<file path="src/rtl/soft_body_step_ctrl.sv">
// rtl/soft_body_step_ctrl.sv - per-frame soft-body step sequencer
// Launches the spring engine, buffers per-node forces with gravity, then runs the integrator.
module soft_body_step_ctrl #(
  parameter int NUM_NODES      = 10,
  parameter int FORCE_SIZE     = 8,
  parameter int TIMEOUT_CYCLES = 1024,
  localparam int IDXW          = $clog2(NUM_NODES)
) (
  input  logic                  clk_in,
  input  logic                  rst_in,
  input  logic                  frame_tick_in,
  input  logic [FORCE_SIZE-1:0] gravity_in,
  output logic                  ideal_start_out,
  input  logic                  ideal_force_valid_in,
  input  logic [FORCE_SIZE-1:0] ideal_force_x_in,
  input  logic [FORCE_SIZE-1:0] ideal_force_y_in,
  input  logic                  ideal_done_in,
  input  logic [FORCE_SIZE-1:0] axle_force_x_in,
  input  logic [FORCE_SIZE-1:0] axle_force_y_in,
  output logic                  integ_start_out,
  input  logic                  integ_done_in,
  input  logic [IDXW-1:0]       force_rd_idx_in,
  output logic [FORCE_SIZE-1:0] force_rd_x_out,
  output logic [FORCE_SIZE-1:0] force_rd_y_out,
  output logic [FORCE_SIZE-1:0] axle_force_x_out,
  output logic [FORCE_SIZE-1:0] axle_force_y_out,
  output logic                  busy_out,
  output logic                  frame_done_out,
  output logic [2:0]            err_out,
  input  logic                  clear_err_in
);

  localparam int CNTW = $clog2(NUM_NODES + 1);
  localparam int TMW  = $clog2(TIMEOUT_CYCLES + 1);
  localparam logic [FORCE_SIZE-1:0] F_MAX = {1'b0, {(FORCE_SIZE-1){1'b1}}};
  localparam logic [FORCE_SIZE-1:0] F_MIN = {1'b1, {(FORCE_SIZE-1){1'b0}}};

  typedef enum logic [2:0] {
    S_IDLE,
    S_LAUNCH,
    S_COLLECT,
    S_INTEGRATE,
    S_FINISH
  } state_e;

  state_e                state_q, state_d;
  logic [CNTW-1:0]       beat_cnt_q, beat_cnt_d;
  logic [TMW-1:0]        timer_q, timer_d;
  logic [FORCE_SIZE-1:0] fx_q [NUM_NODES];
  logic [FORCE_SIZE-1:0] fx_d [NUM_NODES];
  logic [FORCE_SIZE-1:0] fy_q [NUM_NODES];
  logic [FORCE_SIZE-1:0] fy_d [NUM_NODES];
  logic [FORCE_SIZE-1:0] axle_x_q, axle_x_d;
  logic [FORCE_SIZE-1:0] axle_y_q, axle_y_d;
  logic [2:0]            err_q, err_d;
  logic                  timeout_hit;

  // Sum at one extra bit; a sign disagreement between the top two bits means overflow.
  function automatic logic [FORCE_SIZE-1:0] sat_add(input logic [FORCE_SIZE-1:0] a,
                                                    input logic [FORCE_SIZE-1:0] b);
    logic [FORCE_SIZE:0] s;
    s = {a[FORCE_SIZE-1], a} + {b[FORCE_SIZE-1], b};
    if (s[FORCE_SIZE] != s[FORCE_SIZE-1]) begin
      return s[FORCE_SIZE] ? F_MIN : F_MAX;
    end
    return s[FORCE_SIZE-1:0];
  endfunction

  assign timeout_hit = (timer_q == TMW'(TIMEOUT_CYCLES - 1));

  always_comb begin
    state_d         = state_q;
    beat_cnt_d      = beat_cnt_q;
    timer_d         = timer_q;
    fx_d            = fx_q;
    fy_d            = fy_q;
    axle_x_d        = axle_x_q;
    axle_y_d        = axle_y_q;
    err_d           = clear_err_in ? 3'b000 : err_q;
    ideal_start_out = 1'b0;
    integ_start_out = 1'b0;
    frame_done_out  = 1'b0;

    if (frame_tick_in && (state_q != S_IDLE)) begin
      err_d[0] = 1'b1;
    end

    case (state_q)
      S_IDLE: begin
        if (frame_tick_in) begin
          state_d    = S_LAUNCH;
          beat_cnt_d = '0;
          timer_d    = '0;
          for (int i = 0; i < NUM_NODES; i++) begin
            fx_d[i] = '0;
            fy_d[i] = '0;
          end
        end
      end
      S_LAUNCH: begin
        ideal_start_out = 1'b1;
        timer_d         = '0;
        state_d         = S_COLLECT;
      end
      S_COLLECT: begin
        if (ideal_force_valid_in) begin
          if (beat_cnt_q < CNTW'(NUM_NODES)) begin
            for (int i = 0; i < NUM_NODES; i++) begin
              if (beat_cnt_q == CNTW'(i)) begin
                fx_d[i] = ideal_force_x_in;
                fy_d[i] = sat_add(ideal_force_y_in, gravity_in);
              end
            end
            beat_cnt_d = beat_cnt_q + CNTW'(1);
          end else begin
            err_d[1] = 1'b1;
          end
        end
        if (ideal_done_in) begin
          axle_x_d = axle_force_x_in;
          axle_y_d = sat_add(axle_force_y_in, gravity_in);
          timer_d  = '0;
          state_d  = S_INTEGRATE;
        end else if (timeout_hit) begin
          err_d[2] = 1'b1;
          state_d  = S_IDLE;
        end else begin
          timer_d = timer_q + TMW'(1);
        end
      end
      S_INTEGRATE: begin
        // Timer is zeroed on entry, so zero marks the first integrate cycle.
        integ_start_out = (timer_q == '0);
        if (integ_done_in) begin
          state_d = S_FINISH;
        end else if (timeout_hit) begin
          err_d[2] = 1'b1;
          state_d  = S_IDLE;
        end else begin
          timer_d = timer_q + TMW'(1);
        end
      end
      S_FINISH: begin
        frame_done_out = 1'b1;
        state_d        = S_IDLE;
      end
      default: state_d = S_IDLE;
    endcase
  end

  always_ff @(posedge clk_in or negedge rst_in) begin
    if (!rst_in) begin
      state_q    <= S_IDLE;
      beat_cnt_q <= '0;
      timer_q    <= '0;
      axle_x_q   <= '0;
      axle_y_q   <= '0;
      err_q      <= '0;
      for (int i = 0; i < NUM_NODES; i++) begin
        fx_q[i] <= '0;
        fy_q[i] <= '0;
      end
    end else begin
      state_q    <= state_d;
      beat_cnt_q <= beat_cnt_d;
      timer_q    <= timer_d;
      axle_x_q   <= axle_x_d;
      axle_y_q   <= axle_y_d;
      err_q      <= err_d;
      for (int i = 0; i < NUM_NODES; i++) begin
        fx_q[i] <= fx_d[i];
        fy_q[i] <= fy_d[i];
      end
    end
  end

  // Out-of-range read indices match no entry and fall through to zero.
  always_comb begin
    force_rd_x_out = '0;
    force_rd_y_out = '0;
    for (int i = 0; i < NUM_NODES; i++) begin
      if (force_rd_idx_in == IDXW'(i)) begin
        force_rd_x_out = fx_q[i];
        force_rd_y_out = fy_q[i];
      end
    end
  end

  assign axle_force_x_out = axle_x_q;
  assign axle_force_y_out = axle_y_q;
  assign busy_out         = (state_q != S_IDLE);
  assign err_out          = err_q;

endmodule

</file>
<file path="config.mk">
export PLATFORM = sky130hd
export DESIGN_NAME = soft_body_step_ctrl
export DESIGN_NICKNAME = d
export VERILOG_FILES = /design/src/rtl/soft_body_step_ctrl.sv
export SDC_FILE = /design/constraint.sdc
export NUM_CORES = 1
export LEC_CHECK = 0
export CAP_MARGIN = 20
export CORE_ASPECT_RATIO = 0.8
export CORE_UTILIZATION = 50
export CTS_CLUSTER_SIZE = 12
export DETAILED_ROUTE_END_ITERATION = 7
export PLACE_DENSITY_LB_ADDON = 0.08
export SKIP_CTS_REPAIR_TIMING = 1
export SYNTH_ARGS = -nofsm -noshare
export SYNTH_HDL_FRONTEND = slang
export SYNTH_SLANG_ARGS = --single-unit
</file>
<file path="constraint.sdc">
create_clock -name clk_in -period 5.75 [get_ports clk_in]
set_input_delay 1.15 -clock clk_in [delete_from_list [all_inputs] [get_ports clk_in]]
set_output_delay 1.15 -clock clk_in [all_outputs]
set_load 0.005 [all_outputs]
</file>
==> metrics <==
maximum VDD drop 0.3152 mV; yosys warns 0; mux contribution to synthesized area 10.04%; Fill cells 1720; Final Skew 0.01236 ns; Post-synth ARST share 100.0%; Slew @ Worst Pin 1.045 ns; largest family of logic cells by synthesized area compound AO/OA/AOI/OAI gates; crit path launch type input pin; Core Area 19910 sq um; number of synthesized flops with an enable pin 0; most common library cell in the layout ignoring fill and taps dfrtp_1; status completed; first-pass GRT wire length 42210 um; post-synthesis compound-gate area fraction 19.48%; WL final 25830 um; share of cells above drive strength 1 15.53%; combinational power share 37.7%; Worst-Skew Late Latency 0.45 ns; leading cell types in the layout, fill and taps excluded dfrtp_1 (197), nand2_1 (183), o21ai_0 (90); CP startpoint force_rd_idx_in[1]; Seq cells post-synth 197; Vias/cell 5.751; TritonCTS buffer count 17; Fmax achieved 198.5 MHz; Power Internal 3249 uW; clock share of power 22.6%; post-synthesis instance area 10210 sq um; Seq/Total Area, Yosys 48.28%; Max Cap Viol 0; drt wl/cell 18.99 um; CP bufs+invs 3; Slew headroom 30.06%; PnR worst setup slack 0.7116 ns; # H-tree levels 4; total gr overflow 0; placed wire-length estimate 17210 um; CP arrival 3.89 ns; TritonCTS clock tree built; slowest stage delay, CP 0.76 ns; endpoints failing setup 0; Sw Ratio 38.44%; # DRC 0; CP delay by family, top buffers and inverters; I/O pin cnt 90; Die H 129.8 um; Fin. Hold Viols 0; Initial DRT Pass Iterations 5; Hold Path Origin fy_q[61]; vias in the first global route 7624; Reg clk slew, reported paths 0.07 ns; Tmin final 5.038 ns; sequential share of power 39.7%; layout net count 1157; Critical-path top delay cell nor2b_1; Simple-Gate Fraction of Synth Area 14.32%; period utilisation layout 87.62%; Hold WC Path Type reg -> reg; syn_nets 1089; routed vias 7821; reg2reg start state_q[1]; Req. time, crit path 4.60 ns; clock buffer depth 2; Lkg Pwr 0.005174 uW; site row count 46; PortBufs 89; pre-CTS setup slack 0.7169 ns; Power Density 447.6 nW/um^2; Post-Syn Area per Cell 10.07 sq um; Die ar. 21000 sq um; Yosys cell types 76; RSZ-0062 raised after global routing no; root buffer cell clkbuf_16; cell mode on critical path clkdlybuf4s50_1; ordered cell list for the critical path clkdlybuf4s50_1, buf_4, nor2b_1, a22oi_1, o21ai_0, clkdlybuf4s50_1; pin count of the biggest net entering global routing 114; synthesized instance count 1014; XOR/XNOR Fraction of Synth Area 0.9435%; Post-DRT Antenna Nets 0; setup TNS 0 ns; FF-to-FF setup slack 2.90 ns; GP Congestion 0.8477; crit path max fanout 34; most common flop cell mapped by yosys dfrtp_1; initial antenna violation count 1; Starting Density 51.28%; Layout area overhead 15.46%; worst setup path class in -> out; fin. max-slew vios 0; Sw Pwr 2028 uW; adder-cell area share of the yosys netlist 3.088%; count of clock tree sinks 197; GRT Total Usage 26.05%; DR iter-0 viols 663; Die Wd 161.8 um; Worst setup EP type output port
## synthesized netlist by cell type, drive strengths merged, types with 4 or more instances
cell / instances / share of area (%)
a2111oi: 4 / 0.34
a211o: 4 / 0.36
a211oi: 21 / 1.6
a21o: 4 / 0.29
a21oi: 26 / 1.3
a221oi: 4 / 0.40
a22o: 5 / 0.44
a22oi: 12 / 0.88
a311oi: 4 / 0.34
a31oi: 4 / 0.54
and2: 6 / 0.37
and3: 4 / 0.25
buf: 27 / 2.2
clkbuf: 25 / 0.92
dfrtp: 197 / 48
ha: 22 / 2.7
inv: 19 / 0.70
mux2: 57 / 6.3
mux2i: 28 / 2.9
mux4: 4 / 0.88
nand2: 191 / 7.4
nand2b: 9 / 0.55
nand3: 11 / 0.54
nand3b: 4 / 0.29
nor2: 46 / 1.7
nor2b: 9 / 0.55
nor3: 14 / 0.80
nor4: 4 / 0.25
o21a: 5 / 0.37
o21ai: 179 / 10
o22ai: 7 / 0.43
or2: 6 / 0.37
or3: 4 / 0.25
xor2: 8 / 0.69
## worst register-to-register path, stage by stage, from the launching register on
cell      delay [ns]
dfrtp_1         0.61
nor2b_1         0.65
nand2_1         0.13
nand2_2         0.51
clkinv_1        0.45
mux2_2          0.38
## cell families after synthesis
| logic type | after synthesis |
|---|---|
| fa+ha+maj | 24 |
| buf+inv | 72 |
| mux | 89 |
| simple gates | 321 |
| flops | 197 |
| xor+xnor | 11 |
| compound gates | 300 |
## registers in the layout (all words and copies together) (netlist names)
name,cells
state_q,3
axle_force_y_out,8
axle_force_x_out,8
fx_q,80
timer_q,11
beat_cnt_q,4
err_out,3
fy_q,80
## metal layers
metal | up-vias | track usage, % | routed length [um]
met4 | 0 | 5.161 | 192
met2 | 216 | 39.36 | 11080
li1 | 3781 | - | -
met1 | 3808 | 38.84 | 13080
met3 | 16 | 5.308 | 1479
met5 | - | 0 | 0
## final cells by class
cell class                 instances  area (sq um)  area share (%)
antenna                            1         2.502         0.02122
clock buffer                      18         439.2           3.725
clock inverter                    14         141.4           1.199
inverter                          20         75.07          0.6367
multi-input combinational        745          4892           41.49
sequential                       197          4930           41.81
tap                              264         330.3           2.802
timing repair buffer             101         979.7           8.309
## stage by stage
| stage | hold slack, ns | power, uW | cell area, sq um | instances | utilization [%] |
|---|---|---|---|---|---|
| after global routing | 0.5092 | 5636 | 11790 | 1359 | 59.19 |
| after floorplan | 0.4419 | 3473 | 10210 | 1014 | - |
| after global placement | 0.4545 | 4051 | 11210 | 1327 | 56.28 |
| after CTS | 0.4820 | 5300 | 11790 | 1359 | 59.19 |
| final | 0.4786 | 5277 | 11790 | 1360 | 59.20 |
| after detailed placement | 0.4647 | 4107 | 11210 | 1327 | 56.28 |
## power groups by stage
stage / sequential (uW) / clock (uW) / combinational (uW)
final: 2090 / 1190 / 1990
after global routing: 2150 / 1260 / 2220
after CTS: 2090 / 1210 / 2000
after detailed placement: 2120 / 0 / 1990
after global placement: 2100 / 0 / 1950
after floorplan: 2030 / 0 / 1440
## path summary, 6_finish.rpt
kind / end / cells after the start
worst max-delay path: force_rd_y_out[2] / 6
worst min-delay path: fy_q[61] / 2
worst max register to register: fy_q[17] / 5
worst min register to register: fy_q[61] / 2
max in group asynchronous: fx_q[78] / 2
min in group asynchronous: axle_force_y_out[7] / 1
Power figures use the tool's default switching activity.
